<file path="src/rtl/cordic_arbiter.sv">
// rtl/cordic_arbiter.sv - round-robin sharing of one pipelined cordic core among NREQ requesters.
// Define CORDIC_ARB_FIXED_PRIO_EN for strict fixed priority (lowest index wins) instead of round-robin.
module cordic_arbiter #(
  parameter int NREQ = 4,
  parameter int W    = 17,
  parameter int LAT  = 16
) (
  input  logic              clk,
  input  logic              rst,
  input  logic [NREQ-1:0]   req_valid,
  output logic [NREQ-1:0]   req_ready,
  input  logic [NREQ*W-1:0] req_x,
  input  logic [NREQ*W-1:0] req_y,
  input  logic [NREQ*W-1:0] req_theta,
  output logic [W-1:0]      cx_i,
  output logic [W-1:0]      cy_i,
  output logic [W-1:0]      ctheta_i,
  input  logic [W-1:0]      cx_o,
  input  logic [W-1:0]      cy_o,
  input  logic [W-1:0]      ctheta_o,
  output logic [NREQ-1:0]   rsp_valid,
  output logic [W-1:0]      rsp_x,
  output logic [W-1:0]      rsp_y,
  output logic [W-1:0]      rsp_theta,
  output logic              busy
);

  localparam int IW = (NREQ > 1) ? $clog2(NREQ) : 1;

  logic          found;
  logic [IW-1:0] gidx;
  logic [LAT:0]  tag_vld;
  logic [IW-1:0] tag_idx [0:LAT];

`ifdef CORDIC_ARB_FIXED_PRIO_EN
  always_comb begin
    found = 1'b0;
    gidx  = '0;
    for (int i = 0; i < NREQ; i++) begin
      if (!found && req_valid[i]) begin
        found = 1'b1;
        gidx  = IW'(i);
      end
    end
  end
`else
  logic [IW-1:0] ptr;

  // Search starts at ptr and wraps, so the last winner is searched last.
  always_comb begin
    int j;
    found = 1'b0;
    gidx  = '0;
    j     = 0;
    for (int i = 0; i < NREQ; i++) begin
      j = int'(ptr) + i;
      if (j >= NREQ) j = j - NREQ;
      if (!found && req_valid[j]) begin
        found = 1'b1;
        gidx  = IW'(j);
      end
    end
  end

  always_ff @(posedge clk or negedge rst) begin
    if (!rst) begin
      ptr <= '0;
    end else if (found) begin
      ptr <= (gidx == IW'(NREQ - 1)) ? '0 : gidx + 1'b1;
    end
  end
`endif

  always_comb begin
    req_ready = '0;
    if (found && rst) req_ready[gidx] = 1'b1;
  end

  // Idle cycles load zero so the core never sees stale operands.
  always_ff @(posedge clk or negedge rst) begin
    if (!rst) begin
      cx_i     <= '0;
      cy_i     <= '0;
      ctheta_i <= '0;
    end else if (found) begin
      cx_i     <= req_x[int'(gidx)*W +: W];
      cy_i     <= req_y[int'(gidx)*W +: W];
      ctheta_i <= req_theta[int'(gidx)*W +: W];
    end else begin
      cx_i     <= '0;
      cy_i     <= '0;
      ctheta_i <= '0;
    end
  end

  always_ff @(posedge clk or negedge rst) begin
    if (!rst) begin
      tag_vld <= '0;
      for (int i = 0; i <= LAT; i++) tag_idx[i] <= '0;
    end else begin
      tag_vld    <= {tag_vld[LAT-1:0], found};
      tag_idx[0] <= gidx;
      for (int i = 1; i <= LAT; i++) tag_idx[i] <= tag_idx[i-1];
    end
  end

  always_ff @(posedge clk or negedge rst) begin
    if (!rst) begin
      rsp_valid <= '0;
      rsp_x     <= '0;
      rsp_y     <= '0;
      rsp_theta <= '0;
    end else begin
      rsp_valid <= '0;
      if (tag_vld[LAT]) begin
        rsp_valid[tag_idx[LAT]] <= 1'b1;
        rsp_x                   <= cx_o;
        rsp_y                   <= cy_o;
        rsp_theta               <= ctheta_o;
      end
    end
  end

  assign busy = (|tag_vld) || (|rsp_valid);

endmodule

</file>
<file path="config.mk">
export PLATFORM = sky130hd
export DESIGN_NAME = cordic_arbiter
export DESIGN_NICKNAME = d
export VERILOG_FILES = /design/src/rtl/cordic_arbiter.sv
export SDC_FILE = /design/constraint.sdc
export NUM_CORES = 1
export LEC_CHECK = 0
export ABC_AREA = 1
export BUFFER_PORTS_ARGS = -buffer_cell sky130_fd_sc_hd__buf_2
export CAP_MARGIN = 20
export CORE_ASPECT_RATIO = 1.75
export CORE_MARGIN = 10
export CORE_UTILIZATION = 30
export CTS_CLUSTER_DIAMETER = 150
export DETAILED_ROUTE_END_ITERATION = 10
export PLACE_DENSITY_LB_ADDON = 0.12
export SLEW_MARGIN = 20
export SYNTH_ARGS = -nofsm -noshare
export SYNTH_HDL_FRONTEND = slang
export SYNTH_SLANG_ARGS = --single-unit
</file>
<file path="constraint.sdc">
create_clock -name clk -period 2.4 [get_ports clk]
set_input_delay 0.48 -clock clk [delete_from_list [all_inputs] [get_ports clk]]
set_output_delay 0.48 -clock clk [all_outputs]
set_load 0.02 [all_outputs]
</file>
==> flow_summary.json, run 1 <==
{
  "cts_tree": "built",
  "slew-limit-headroom_pct": 42.2,
  "critPathLaunchType": "flip-flop",
  "cts_sinks": 159,
  "synth_edf_count": 0,
  "fin_skew_ps": 11.3,
  "cts_buffers": 17,
  "drc": 0,
  "drive_gt1_share_pct": 35.7,
  "finalCritPeriodShare_pct": 114,
  "endpoint_kind": "output port",
  "antenna_found_initial": 1,
  "critPathMaxFanout": 5,
  "dieArea_um2": 31800,
  "synthTopCellsByArea": "dfrtp_1 53%, nand2_1 20%, nand3_1 11%",
  "holdBufCountCts": 0,
  "r2r_start": "ptr[0]",
  "synth_seq_cells": 159,
  "placed_cell_area_um2": 9610,
  "syn-instance-count": 973,
  "fp.dieH_um": 229,
  "clk_pin_slew_ps": 70,
  "synth_warnings": 0,
  "worst_pin_slew_ps": 866,
  "violations": "setup timing",
  "setup_viol": 4,
  "portBuffers": 371,
  "drv_slew": 0,
  "p_per_area_nw_per_um2": 1570,
  "clock_latency_ps": 430,
  "netlist_top_cells_count": "393 x nand2_1, 161 x nand3_1, 159 x dfrtp_1",
  "core_um2": 24500,
  "routed_wl_mm": 28.5,
  "yosys.cell_types.count": 19,
  "status": "complete, but fails checks",
  "design_area_um2": 10600,
  "synth_most_common_cell": "nand2_1",
  "total_power_w": 0.0165,
  "setup_ws_ps": -330,
  "rows": 76,
  "rrSetupSlack_ps": 110,
  "io-pin-count": 372,
  "area_delta_synth_final_pct": 41.6,
  "grt-ovfl-total": 0,
  "synth_top_area_share_pct": 53.4,
  "syn_nets": 1235,
  "synth_area_um2": 7460,
  "grt_first_pass_wirelength_mm": 43.8,
  "vias": 7534,
  "ant_nets": 0,
  "rsz0062_at_grt": "true",
  "gp_congestion": 0.824,
  "dp_hpwl_mm": 20.3,
  "max_cap_viol_count": 0,
  "fmax_mhz": 366,
  "drt_pass1_iterations": 4,
  "hold_viol": 0,
  "htree_levels": 4,
  "first_iter_violations": 303,
  "yosysSeqAreaShare_pct": 53.4,
  "clockBufferDepth": 2,
  "ff2ff_path_depth": 15,
  "fin_util_pct": 43.0,
  "cp.arrival_ps": 2250,
  "yosysTopAreaCell": "dfrtp_1",
  "grt_usage_pct": 17.1,
  "whs_ps": 222,
  "die_w_um": 139,
  "nets": 1596,
  "power_leakage_nw": 6.04,
  "required_ps": 1920,
  "synth_ff_type": "dfrtp_1",
  "min_period_ps": 2730,
  "avgSynthCellArea_um2": 7.66,
  "grt_max_degree": 160,
  "wl_per_cell_um": 17.2,
  "reg2reg_to": "ctheta_i[12]",
  "grt_pass1_vias": 7788,
  "initial_core_util_pct": 30.4,
  "clockRootBuffer": "clkbuf_16",
  "async_flop_share_pct": 100,
  "peakVddDrop_v": 0.00123,
  "worstSetupPathType": "flip-flop to output port",
  "worstHoldPathType": "input pin to async pin",
  "via_per_inst": 4.54
}
## through the flow
step	setup WS, ps	instances	TNS [ps]
finish	-330	1660	-1030
global route	-434	1659	-1480
CTS	-358	1655	-1250
detailed placement	0.404	1615	0
global placement	2.63	1615	0
floorplan	19.6	973	0
## worst max-delay path: stages (launching register included)
cell	delay, ps
dfrtp_2	490
clkinvlp_4	170
buf_6	140
nand2_2	50
nand2_2	60
nand2_2	70
nand2_4	70
a21oi_4	150
nand2_4	70
nand2_4	110
inv_2	40
ha_2	170
inv_2	70
nor2_4	40
buf_6	120
## where the power goes
| part | total, W | switching, W | leakage [nW] | internal, W |
|---|---|---|---|---|
| Clock | 0.00291 | 0.00120 | 0.311 | 0.00171 |
| Sequential | 0.00412 | 0.000360 | 1.86 | 0.00376 |
| Combinational | 0.00952 | 0.00630 | 3.88 | 0.00323 |
## metal layers
metal	share of wire, %	up-vias	track usage (%)
li1	-	3726	-
met1	40	3519	19.0
met2	52	270	30.4
met3	6.8	19	5.24
met4	1.2	0	5.01
met5	0	-	0
## worst max path at each step
stage / from / end / slack (ps) / cells after the start
floorplan: ptr[0] / req_ready[2] / 20 / 11
global placement: ptr[0] / cy_i[14] / 3 / 14
detailed placement: ptr[0] / cy_i[15] / 0.4 / 13
global route: ptr[0] / req_ready[3] / -430 / 14
CTS: ptr[0] / req_ready[3] / -360 / 12
finish: ptr[0] / req_ready[3] / -330 / 14
## kinds of logic (layout without fill, tap and decap cells)
group / count (synthesis) / in the layout / share of synthesized area (%)
AOI/OAI and AO/OA: 55 / 55 / 3.69
and+or+nand+nor: 579 / 579 / 32.5
DFF: 159 / 159 / 53.4
other: 0 / 2 / 0
adders and majority gates: 1 / 1 / 0.168
buffers and inverters: 179 / 552 / 10.3
## cells in the final DEF (no fill, tap or decap), drive strengths merged
cell type and count:
o21ai 3, dfrtp 159, nand4 2, a21oi 52
clkbuf 20, ha 1, nor4 5, clkinv 2
inv 127, nand3 161, nor2 6, nand2 398
clkinvlp 1, buf 399, diode 2, nor3 7
bufinv 3
## state kept, by name (all words and copies together), names as in the netlist
name       flops
tag_idx       34
ctheta_i      17
cx_i          17
cy_i          17
rsp_theta     17
rsp_x         17
rsp_y         17
tag_vld       17
rsp_valid      4
ptr            2
## area by class of cell
class	instances	area (µm²)
Antenna cell	2	5.00
Fill cell	2611	14000
Tap cell	312	390
Clock inverter	13	193
Clock buffer	18	439
Timing Repair Buffer	401	2220
Sequential cell	159	3980
Multi-Input combinational cell	635	2870
Inverter	119	452
Timing Repair inverter	1	7.51
## repair_timing
item / 4_1_cts / 5_1_grt
gates resized for setup: 31 / 32
buffers inserted: 8 / 2
hold endpoints to repair: 0 / 0
cloned: 1 / 1
pin swaps: 17 / 11
endpoints found under the setup margin: 5 / 56
No activity file was read; power rests on OpenSTA's default activity.
==> run 2, diff against run 1 <==
--- a/config.mk
+++ b/config.mk
@@ -12,6 +12,8 @@
 export CORE_MARGIN = 10
 export CORE_UTILIZATION = 30
+export CTS_BUF_LIST = sky130_fd_sc_hd__clkbuf_4
 export CTS_CLUSTER_DIAMETER = 150
 export DETAILED_ROUTE_END_ITERATION = 10
+export MAX_ROUTING_LAYER = met4
 export PLACE_DENSITY_LB_ADDON = 0.12
 export SLEW_MARGIN = 20
==> constraint.sdc (replaced) <==
create_clock -name clk -period 2.4 [get_ports clk]
set_input_delay 0.48 -clock clk [delete_from_list [all_inputs] [get_ports clk]]
set_output_delay 0.48 -clock clk [all_outputs]
set_load 0.05 [all_outputs]
==> run 2 against run 1 <==
The flow still finishes with violations (setup timing). Sequential share of layout area is 0.76 points higher. Non-clock buffer count is 5 higher. Hold slack worse by 180 ps. Final cell count is 0.42% higher. Core utilization is 0.85 points lower. Highest routed layer unchanged.
==> flow_summary.json, run 2 (synthesized netlist as in run 1, its figures left out) <==
{
  "worstHoldPathType": "input pin to async pin",
  "clockBufferDepth": 2,
  "fp.dieH_um": 229,
  "cp_slowest_cell": "dfrtp_2",
  "antenna_found_initial": 4,
  "area_delta_synth_final_pct": 38.8,
  "slew-limit-headroom_pct": 55.9,
  "cts_buffers": 17,
  "drv_slew": 0,
  "fin_skew_ps": 24.9,
  "critPathLaunchType": "flip-flop",
  "via_per_inst": 4.55,
  "fmax_mhz": 344,
  "min_period_ps": 2910,
  "max_cap_viol_count": 0,
  "gp_congestion": 0.826,
  "violations": "setup timing",
  "largest_reg_flops": 34,
  "cts_tree": "built",
  "dp_hpwl_mm": 20.7,
  "layout_common_cells": "381 x nand2_1, 365 x buf_2, 158 x nand3_1, 157 x dfrtp_1, 111 x inv_1",
  "hold_viol": 0,
  "ant_nets": 0,
  "initial_core_util_pct": 30.4,
  "critPathMaxFanout": 9,
  "cts_sinks": 159,
  "critPathTopFamily": "buffers and inverters",
  "grt-ovfl-total": 0,
  "power_leakage_nw": 5.94,
  "rsz0062_at_grt": "true",
  "grt_first_pass_wirelength_mm": 44.0,
  "status": "complete, but fails checks",
  "finalSetupTns_ps": -1920,
  "io-pin-count": 372,
  "placed_cell_area_um2": 9740,
  "finalCritPeriodShare_pct": 121,
  "worstSetupPathType": "flip-flop to output port",
  "drt_pass1_iterations": 4,
  "die_w_um": 139,
  "clock_latency_ps": 570,
  "worst_pin_slew_ps": 662,
  "htree_levels": 4,
  "setup_ws_ps": -511,
  "grt_max_degree": 118,
  "largest-register": "tag_idx",
  "clockRootBuffer": "clkbuf_4",
  "vias": 7590,
  "final_common_cell": "nand2_1",
  "dieArea_um2": 31800,
  "first_iter_violations": 275,
  "wl_per_cell_um": 17.1,
  "grt_usage_pct": 17.8,
  "core_um2": 24500,
  "fillerInstances": 2652,
  "peakVddDrop_v": 0.00135,
  "design_area_um2": 10300,
  "drive_gt1_share_pct": 35.7,
  "p_per_area_nw_per_um2": 1670,
  "routed_wl_mm": 28.6,
  "nets": 1600,
  "setup_viol": 4,
  "rows": 76,
  "clk_pin_slew_ps": 150,
  "endpoint_kind": "output port",
  "drc": 0,
  "grt_pass1_vias": 7771,
  "portBuffers": 371,
  "crit_chain": "inv_4 -> nand2_1 -> nand2_2 -> nand2_1 -> o21ai_4 -> buf_4 -> nor2_4 -> inv_1 -> nand2_2 -> buf_12 -> nor3_4 -> buf_6",
  "required_ps": 1920,
  "cp.arrival_ps": 2430,
  "max_stage_delay_ps": 510,
  "cp.buffers_inverters": 5
}
run 2: changes by cell type in the layout (fill, tap and decap cells not counted), moves of 3 or more:
cell and change:
nand2_1 +4, nor4_2 +3, nand2_4 -3, buf_12 +4
clkbuf_4 +17, clkbuf_16 -17, nor4_1 -3
run 2: per-stage QoR:
| step | setup slack [ps] | hold slack [ps] | total power [W] | instances | util [%] |
|---|---|---|---|---|---|
| final | -511 | 42.6 | 0.0173 | 1667 | 42.2 |
| after global routing | -687 | 31.5 | 0.0187 | 1667 | 42.2 |
| after detailed placement | -70.5 | 336 | 0.0150 | 1624 | 39.7 |
| after global placement | -54.6 | 335 | 0.0149 | 1624 | 39.7 |
| after floorplan | -30.4 | 184 | 0.0119 | 973 | - |
| after CTS | -579 | 12.0 | 0.0172 | 1660 | 41.7 |
run 2: timing repair:
item	4_1_cts	5_1_grt
endpoints found under the hold margin	42	0
setup endpoints to repair	56	38
cloned	0	1
pin swaps	11	10
hold buffers	1	0
resized for setup	32	23
setup buffers	3	2
run 2: worst paths after layout:
check / from / to / slack, ps / cells after the start
min in group clk: cx_o[13] / rsp_x[13] / 100 / 3
max in group asynchronous: rst / ptr[1] / 1400 / 3
min: rst / tag_idx[10] / 40 / 2
max reg2reg: ptr[0] / cy_i[14] / 190 / 14
min reg2reg: tag_idx[11] / tag_idx[9] / 350 / 0
max: ptr[0] / req_ready[1] / -510 / 12
run 2: routing by layer:
| layer | GRT usage, % | share of wire [%] |
|---|---|---|
| met2 | 30.9 | 53 |
| met5 | - | 0 |
| met3 | 4.74 | 5.9 |
| met4 | 5.17 | 1.7 |
| met1 | 19.6 | 40 |
run 2: power by group:
| group | internal [W] | switching [W] | leakage, nW |
|---|---|---|---|
| clock | 0.000760 | 0.00108 | 0.168 |
| combinational | 0.00350 | 0.00785 | 3.92 |
| sequential | 0.00375 | 0.000365 | 1.86 |
| total | 0.00801 | 0.00929 | 5.94 |
run 2: area by class of cell:
cell class,instances,area (µm²),share of cell area [%]
Antenna cell,4,10.0,0.0967
Clock buffer,17,128,1.23
Clock inverter,15,203,1.96
Inverter,119,449,4.34
Multi-Input combinational cell,635,2870,27.7
Sequential cell,159,3980,38.5
Tap cell,312,390,3.77
Timing Repair Buffer,406,2320,22.4
